`src/rtl/spi_frame_assembler.sv`:
```
// Turns header-delimited serial frames into payload bytes over a valid/ready handshake.
// Optional trailing XOR checksum byte is enabled by defining FRAME_CHECKSUM_EN.
module spi_frame_assembler #(
    parameter int unsigned MAX_LEN = 64
) (
    input  logic       clk,
    input  logic       rst,
    input  logic       sequence_in,
    input  logic       hdr_match0,
    input  logic       hdr_match1,
    output logic [7:0] byte_data,
    output logic       byte_valid,
    input  logic       byte_ready,
    output logic       byte_last,
    output logic       frame_type,
    output logic       frame_busy,
    output logic       frame_done,
    output logic       frame_err,
    output logic [1:0] err_code
);

    typedef enum logic [1:0] {
        IDLE    = 2'd0,
        LEN     = 2'd1,
        PAYLOAD = 2'd2
`ifdef FRAME_CHECKSUM_EN
        , CSUM  = 2'd3
`endif
    } state_t;

    localparam logic [7:0] MAX_LEN_B = 8'(MAX_LEN);

    state_t     state;
    logic [6:0] shreg;
    logic [2:0] bit_cnt;
    logic [7:0] byte_cnt;
    logic [7:0] byte_in;
    logic       bit_done;
`ifdef FRAME_CHECKSUM_EN
    logic [7:0] csum_acc;
`endif

    // Byte formed by the bit being sampled this cycle.
    assign byte_in  = {shreg, sequence_in};
    assign bit_done = (bit_cnt == 3'd7);

    always_ff @(posedge clk) begin
        if (rst) begin
            state      <= IDLE;
            shreg      <= '0;
            bit_cnt    <= '0;
            byte_cnt   <= '0;
            byte_data  <= '0;
            byte_valid <= 1'b0;
            byte_last  <= 1'b0;
            frame_type <= 1'b0;
            frame_busy <= 1'b0;
            frame_done <= 1'b0;
            frame_err  <= 1'b0;
            err_code   <= '0;
`ifdef FRAME_CHECKSUM_EN
            csum_acc   <= '0;
`endif
        end else begin
            frame_done <= 1'b0;
            frame_err  <= 1'b0;
            if (byte_valid && byte_ready) begin
                byte_valid <= 1'b0;
                byte_last  <= 1'b0;
            end

            case (state)
                IDLE: begin
                    if (hdr_match0 || hdr_match1) begin
                        frame_type <= !hdr_match0;
                        state      <= LEN;
                        frame_busy <= 1'b1;
                        bit_cnt    <= '0;
`ifdef FRAME_CHECKSUM_EN
                        csum_acc   <= '0;
`endif
                    end
                end

                LEN: begin
                    shreg   <= byte_in[6:0];
                    bit_cnt <= bit_cnt + 3'd1;
                    if (bit_done) begin
`ifdef FRAME_CHECKSUM_EN
                        csum_acc <= csum_acc ^ byte_in;
`endif
                        if (byte_in > MAX_LEN_B) begin
                            frame_err  <= 1'b1;
                            err_code   <= 2'b01;
                            state      <= IDLE;
                            frame_busy <= 1'b0;
                        end else if (byte_in == 8'd0) begin
`ifdef FRAME_CHECKSUM_EN
                            state      <= CSUM;
`else
                            frame_done <= 1'b1;
                            state      <= IDLE;
                            frame_busy <= 1'b0;
`endif
                        end else begin
                            byte_cnt <= byte_in;
                            state    <= PAYLOAD;
                        end
                    end
                end

                PAYLOAD: begin
                    shreg   <= byte_in[6:0];
                    bit_cnt <= bit_cnt + 3'd1;
                    if (bit_done) begin
`ifdef FRAME_CHECKSUM_EN
                        csum_acc <= csum_acc ^ byte_in;
`endif
                        if (byte_valid && !byte_ready) begin
                            // Holding register still occupied: drop the new byte and abort.
                            frame_err  <= 1'b1;
                            err_code   <= 2'b11;
                            byte_valid <= 1'b0;
                            byte_last  <= 1'b0;
                            state      <= IDLE;
                            frame_busy <= 1'b0;
                        end else begin
                            byte_data  <= byte_in;
                            byte_valid <= 1'b1;
                            byte_last  <= (byte_cnt == 8'd1);
                            byte_cnt   <= byte_cnt - 8'd1;
                            if (byte_cnt == 8'd1) begin
`ifdef FRAME_CHECKSUM_EN
                                state      <= CSUM;
`else
                                frame_done <= 1'b1;
                                state      <= IDLE;
                                frame_busy <= 1'b0;
`endif
                            end
                        end
                    end
                end

`ifdef FRAME_CHECKSUM_EN
                CSUM: begin
                    shreg   <= byte_in[6:0];
                    bit_cnt <= bit_cnt + 3'd1;
                    if (bit_done) begin
                        if (byte_in == csum_acc) begin
                            frame_done <= 1'b1;
                        end else begin
                            frame_err <= 1'b1;
                            err_code  <= 2'b10;
                        end
                        state      <= IDLE;
                        frame_busy <= 1'b0;
                    end
                end
`endif

                default: begin
                    state      <= IDLE;
                    frame_busy <= 1'b0;
                end
            endcase
        end
    end

endmodule

```
`config.mk`:
```
export PLATFORM = sky130hd
export DESIGN_NAME = spi_frame_assembler
export DESIGN_NICKNAME = d
export VERILOG_FILES = /design/src/rtl/spi_frame_assembler.sv
export SDC_FILE = /design/constraint.sdc
export NUM_CORES = 1
export LEC_CHECK = 0
export BUFFER_PORTS_ARGS = -buffer_cell sky130_fd_sc_hd__buf_4
export CAP_MARGIN = 40
export CORE_MARGIN = 2
export CORE_UTILIZATION = 30
export CTS_CLUSTER_DIAMETER = 80
export DETAILED_ROUTE_END_ITERATION = 10
export RECOVER_POWER = 100
export SYNTH_ARGS = -nofsm -noshare
export SYNTH_HDL_FRONTEND = slang
export SYNTH_SLANG_ARGS = --single-unit
export TNS_END_PERCENT = 10
```
`constraint.sdc`:
```
create_clock -name clk -period 2.09 [get_ports clk]
set_input_delay 0.418 -clock clk [delete_from_list [all_inputs] [get_ports clk]]
set_output_delay 0.418 -clock clk [all_outputs]
set_load 0.01 [all_outputs]
```
Word-level counts from Yosys, hierarchy flattened
Cells that the tools add are included.

storage, ports and cells
  register bits after elaboration = 36
  input port bits = 6
  output and inout port bits = 16
  word-level logic and storage cells = 96

operators by class
  $add $sub $neg = 2
  $lt $le $gt $ge = 1
  equal/unequal tests = 14
  muxes and demuxes = 49
  bitwise gates (word level) = 1
  reductions and logical operators = 17

operators with widths
  kind                   number
  $mux W8                5
  $mux W1                25
  $mux W2                11
  $ne A2 B2 Y1 const B   8
  $pmux W8 S2            1
  $reduce_and A5 Y1      2
  $eq A8 B1 Y1 const B   1
  $gt A8 B7 Y1 const B   1
  $logic_not A8 Y1       1
  $sub A8 B1 Y8 const B  1
  $ne A3 B3 Y1 const B   2
  $pmux W2 S3            1
  $pmux W3 S2            1
  $reduce_and A6 Y1      1
  $pmux W1 S2            2
  $pmux W2 S2            1
  $reduce_and A2 Y1      2
  $reduce_and A4 Y1      1
  $reduce_bool A2 Y1     2
  $add A3 B1 Y3 const B  1
  $eq A3 B3 Y1 const B   1
  $mux W3                1
  $pmux W1 S3            1
  $reduce_and A3 Y1      1
  8 further kinds        10

Longest topological paths before layout
  word-level depth = 5
  depth in mapped cells = 8
  depth with buffers taken out = 7

Least setup slack after synthesis
Ideal clock, no wire load.

  path kind = register to register
  start = register byte_cnt[2]
  end = register frame_busy
  library setup time = 0.070 ns
  arrival time = 1.794 ns
  data required time = 2.020 ns
  setup slack = 0.226 ns
  cell stages (with the launch flop) = 6
  buffers on the path = 0
  clock period less this slack = 1.864 ns
  path through = dfxtp_1 > or4_4 > nor4b_4 > o221ai_2 > or3b_1 > a21oi_1

between the ends
  longest elaborated chain between the ends = 3

ends and longest elaborated chain
  what                                RTL line  RTL
  from (decl)                         36        logic [7:0] byte_cnt;
  from (signal assigned)              106       byte_cnt <= byte_in;
  from (signal assigned)              131       byte_cnt <= byte_cnt - 8'd1;
  $eq A8 B1 Y1                        132       if (byte_cnt == 8'd1) begin
  $ne A3 B3 Y1 (no source line)       -
  $reduce_and A5 Y1 (no source line)  -
  to (signal assigned)                126       frame_busy <= 1'b0;
  to (signal assigned)                138       frame_busy <= 1'b0;
  to (signal assigned)                164       frame_busy <= 1'b0;
  to (decl)                           16        output logic frame_busy,

Every way passes these cells.
A chain may end at the register's enable or synchronous reset.

Final worst setup path
Same ends and word-level chain as after synthesis.

==> results.sh <==
export IMPL_path_delay_family="simple AND/OR/NAND/NOR gates"
export IMPL_grt_max_degree=39
export IMPL_clk_pin_slew_ps=80
export IMPL_power_leakage_nw=0.724
export IMPL_setup_violations=0
export IMPL_rows=27
export IMPL_clkSinkCount=36
export IMPL_r2r_slack_ps=100
export IMPL_synthCells=205
export IMPL_required_ps=2310
export IMPL_regToRegEndpoint="frame_busy"
export IMPL_grt_setup_unrepaired="no"
export IMPL_hold_buffers=0
export IMPL_drc=0
export IMPL_ant_nets=0
export IMPL_cts_resized_gates=0
export IMPL_dieArea_sq_um=6390
export IMPL_hold_end="frame_type"
export IMPL_end_kind="register"
export IMPL_cp_num_buf_inv=0
export IMPL_yosysTopAreaCell="dfxtp_1"
export IMPL_wl_um=4010
export IMPL_postLayoutCoreUtil_pct=36.9
export IMPL_outcome="finished, final reports clean"
export IMPL_ir_drop_mv=0.333
export IMPL_critical_path_class="reg2reg"
export IMPL_grt_pass1_vias=1324
export IMPL_cp_max_fo=6
export IMPL_max_stage_delay_ps=580
export IMPL_hold_path_depth=2
export IMPL_ios=22
export IMPL_clk_path_buf_depth=2
export IMPL_route_layer_met1_wl_um=2000
export IMPL_path_depth=5
export IMPL_die_w_um=79.9
export IMPL_yosysUniqueCellTypes=41
export IMPL_portBuffers=21
export IMPL_placed_area_sq_um=2010
export IMPL_antenna_found_initial=0
export IMPL_fin_worst_skew_ps=6.49
export IMPL_min_period_ps=1990
export IMPL_synth_top_cells_by_area="dfxtp_1 (42%), a21oi_1 (9.0%), nand2_1 (6.5%), mux2i_1 (6.4%), ha_1 (5.1%)"
export IMPL_r2r_cells=5
export IMPL_drive_gt1_share_pct=10.3
export IMPL_fin_tns_setup_ps=0
export IMPL_final_cells=306
export IMPL_tightest_slew_ps=507
export IMPL_ys_seq_area_share_pct=41.6
export IMPL_grt_use_total_pct=13.1
export IMPL_hpwlAfterDp_um=2850
export IMPL_fmax_ghz=0.501
export IMPL_drv_cap=0
export IMPL_wl_met2_um=1790
export IMPL_cts_setup_buffers=0
export IMPL_place_congestion=0.811
export IMPL_grt_ovfl_total=0
export IMPL_dieHeight_um=79.9
export IMPL_slew_headroom_pct=66.2
export IMPL_cp_data_arrival_time_ps=2220
export IMPL_synthDominantCellAreaShare_pct=41.6
export IMPL_start_util_pct=31.2
export IMPL_syn_num_nets=218
export IMPL_grt_pass1_wl_um=6530
export IMPL_slew_violations=0
export IMPL_cts_max_level=2
export IMPL_reg2reg_from="byte_cnt[2]"
export IMPL_cts_root_buf="clkbuf_8"
export IMPL_yosysWarnings=0
export IMPL_ys_seq_elements=36
export IMPL_netlist_area_sq_um=1730
export IMPL_final_cell_mix="dfxtp_1 (36), a21oi_1 (31), nand2_1 (30)"
export IMPL_drt_vias_per_instance=4.92
export IMPL_wl_met3_um=169
export IMPL_drt_iter0_drc=132
export IMPL_min_from="hdr_match0"
export IMPL_startpoint_type="register"
export IMPL_p_per_area_nw_per_um2=936
export IMPL_clk_latency_ps=290
export IMPL_final_common_cell="dfxtp_1"
export IMPL_syn_avg_cell_area_sq_um=8.44
export IMPL_routedWlPerCell_um=13.1
export IMPL_critPathSlowestCell="or4_4"
export IMPL_crit_chain="or4_4 > nor4b_4 > o221ai_2 > or3b_1 > a21oi_1"
export IMPL_synth_edff_count=0
export IMPL_dr_pass1_iters=4
export IMPL_min_path_type="in2reg"
export IMPL_ys_flop_type="dfxtp_1"
export IMPL_dp_cells=298
export IMPL_top_layer_used="met4"
export IMPL_cts_tree="built"
export IMPL_design_area_sq_um=2040
export IMPL_hold_slack_ps=317
export IMPL_numCtsBuffers=5
export IMPL_period_share_pct=95.4
export IMPL_fill_cells=604
export IMPL_diodes=0
export IMPL_crit_path_start="byte_cnt[2]"
export IMPL_async_flop_share_pct=0
export IMPL_vias=1505
export IMPL_core_sq_um=5540
export IMPL_nNetsFinal=246
export IMPL_finalHoldViolations=0
export IMPL_area_growth_pct=18.1
metal layers:
metal,up-vias,GRT usage [%]
li1,780,-
met5,-,0
met3,7,4.30
met1,687,18.0
met2,31,19.4
met4,0,4.07
registers in the layout, indices dropped and copies added, names as in the netlist:
signal	count
bit_cnt	3
byte_cnt	8
byte_data	8
byte_last	1
byte_valid	1
err_code	2
frame_busy	1
frame_done	1
frame_err	1
frame_type	1
shreg	7
state	2
worst max-delay path by stage:
| stage | endpoint | slack, ps |
|---|---|---|
| 5_1_grt | frame_busy | 20 |
| 2_1_floorplan | frame_busy | 230 |
| 4_1_cts | frame_busy | 100 |
| 3_5_place_dp | frame_busy | 110 |
| 6_report | frame_busy | 100 |
| 3_3_place_gp | byte_cnt[7] | 150 |
stage by stage:
stage / worst slack [ps] / power, mW
finish: 95.8 / 1.91
global placement: 148 / 1.34
CTS: 95.7 / 1.96
detailed placement: 107 / 1.34
floorplan: 226 / 1.20
global route: 19.3 / 2.03
cell families (layout without fill, tap and decap cells):
group | after synthesis | count (layout) | share of synthesized area (%)
and+or+nand+nor | 83 | 83 | 25.1
muxes | 12 | 12 | 7.01
DFF | 36 | 36 | 41.6
AOI/OAI and AO/OA | 53 | 53 | 18.1
adders and majority gates | 7 | 7 | 5.06
buffers and inverters | 14 | 43 | 3.04
synthesized netlist by cell type (all sizes together), types with 2 or more instances:
library cell and count:
nand2 30, a21o 2, nor4 2, a21oi 31, nor3 3, ha 7
clkbuf 9, nor4b 2, nor2b 2, o21ai 8, nand3b 2, nand2b 6
or4 2, nand3 4, dfxtp 36, inv 5, nand4b 2, mux2i 11
a22oi 2, o32ai 2, nor2 21
layout make-up:
| class | instances | area, sq um | share of cell area, % |
|---|---|---|---|
| Multi-Input combinational cell | 155 | 951 | 46.5 |
| Inverter | 5 | 18.8 | 0.918 |
| Sequential cell | 36 | 721 | 35.3 |
| Timing Repair Buffer | 30 | 153 | 7.47 |
| Clock buffer | 5 | 68.8 | 3.37 |
| Tap cell | 72 | 90.1 | 4.41 |
| Clock inverter | 3 | 42.5 | 2.08 |
report_power, final:
| part | internal [mW] | switching, mW |
|---|---|---|
| sequential | 0.733 | 0.0392 |
| combinational | 0.230 | 0.296 |
| clock | 0.353 | 0.261 |
| total | 1.32 | 0.597 |
No activity file was read; power rests on OpenSTA's default activity.
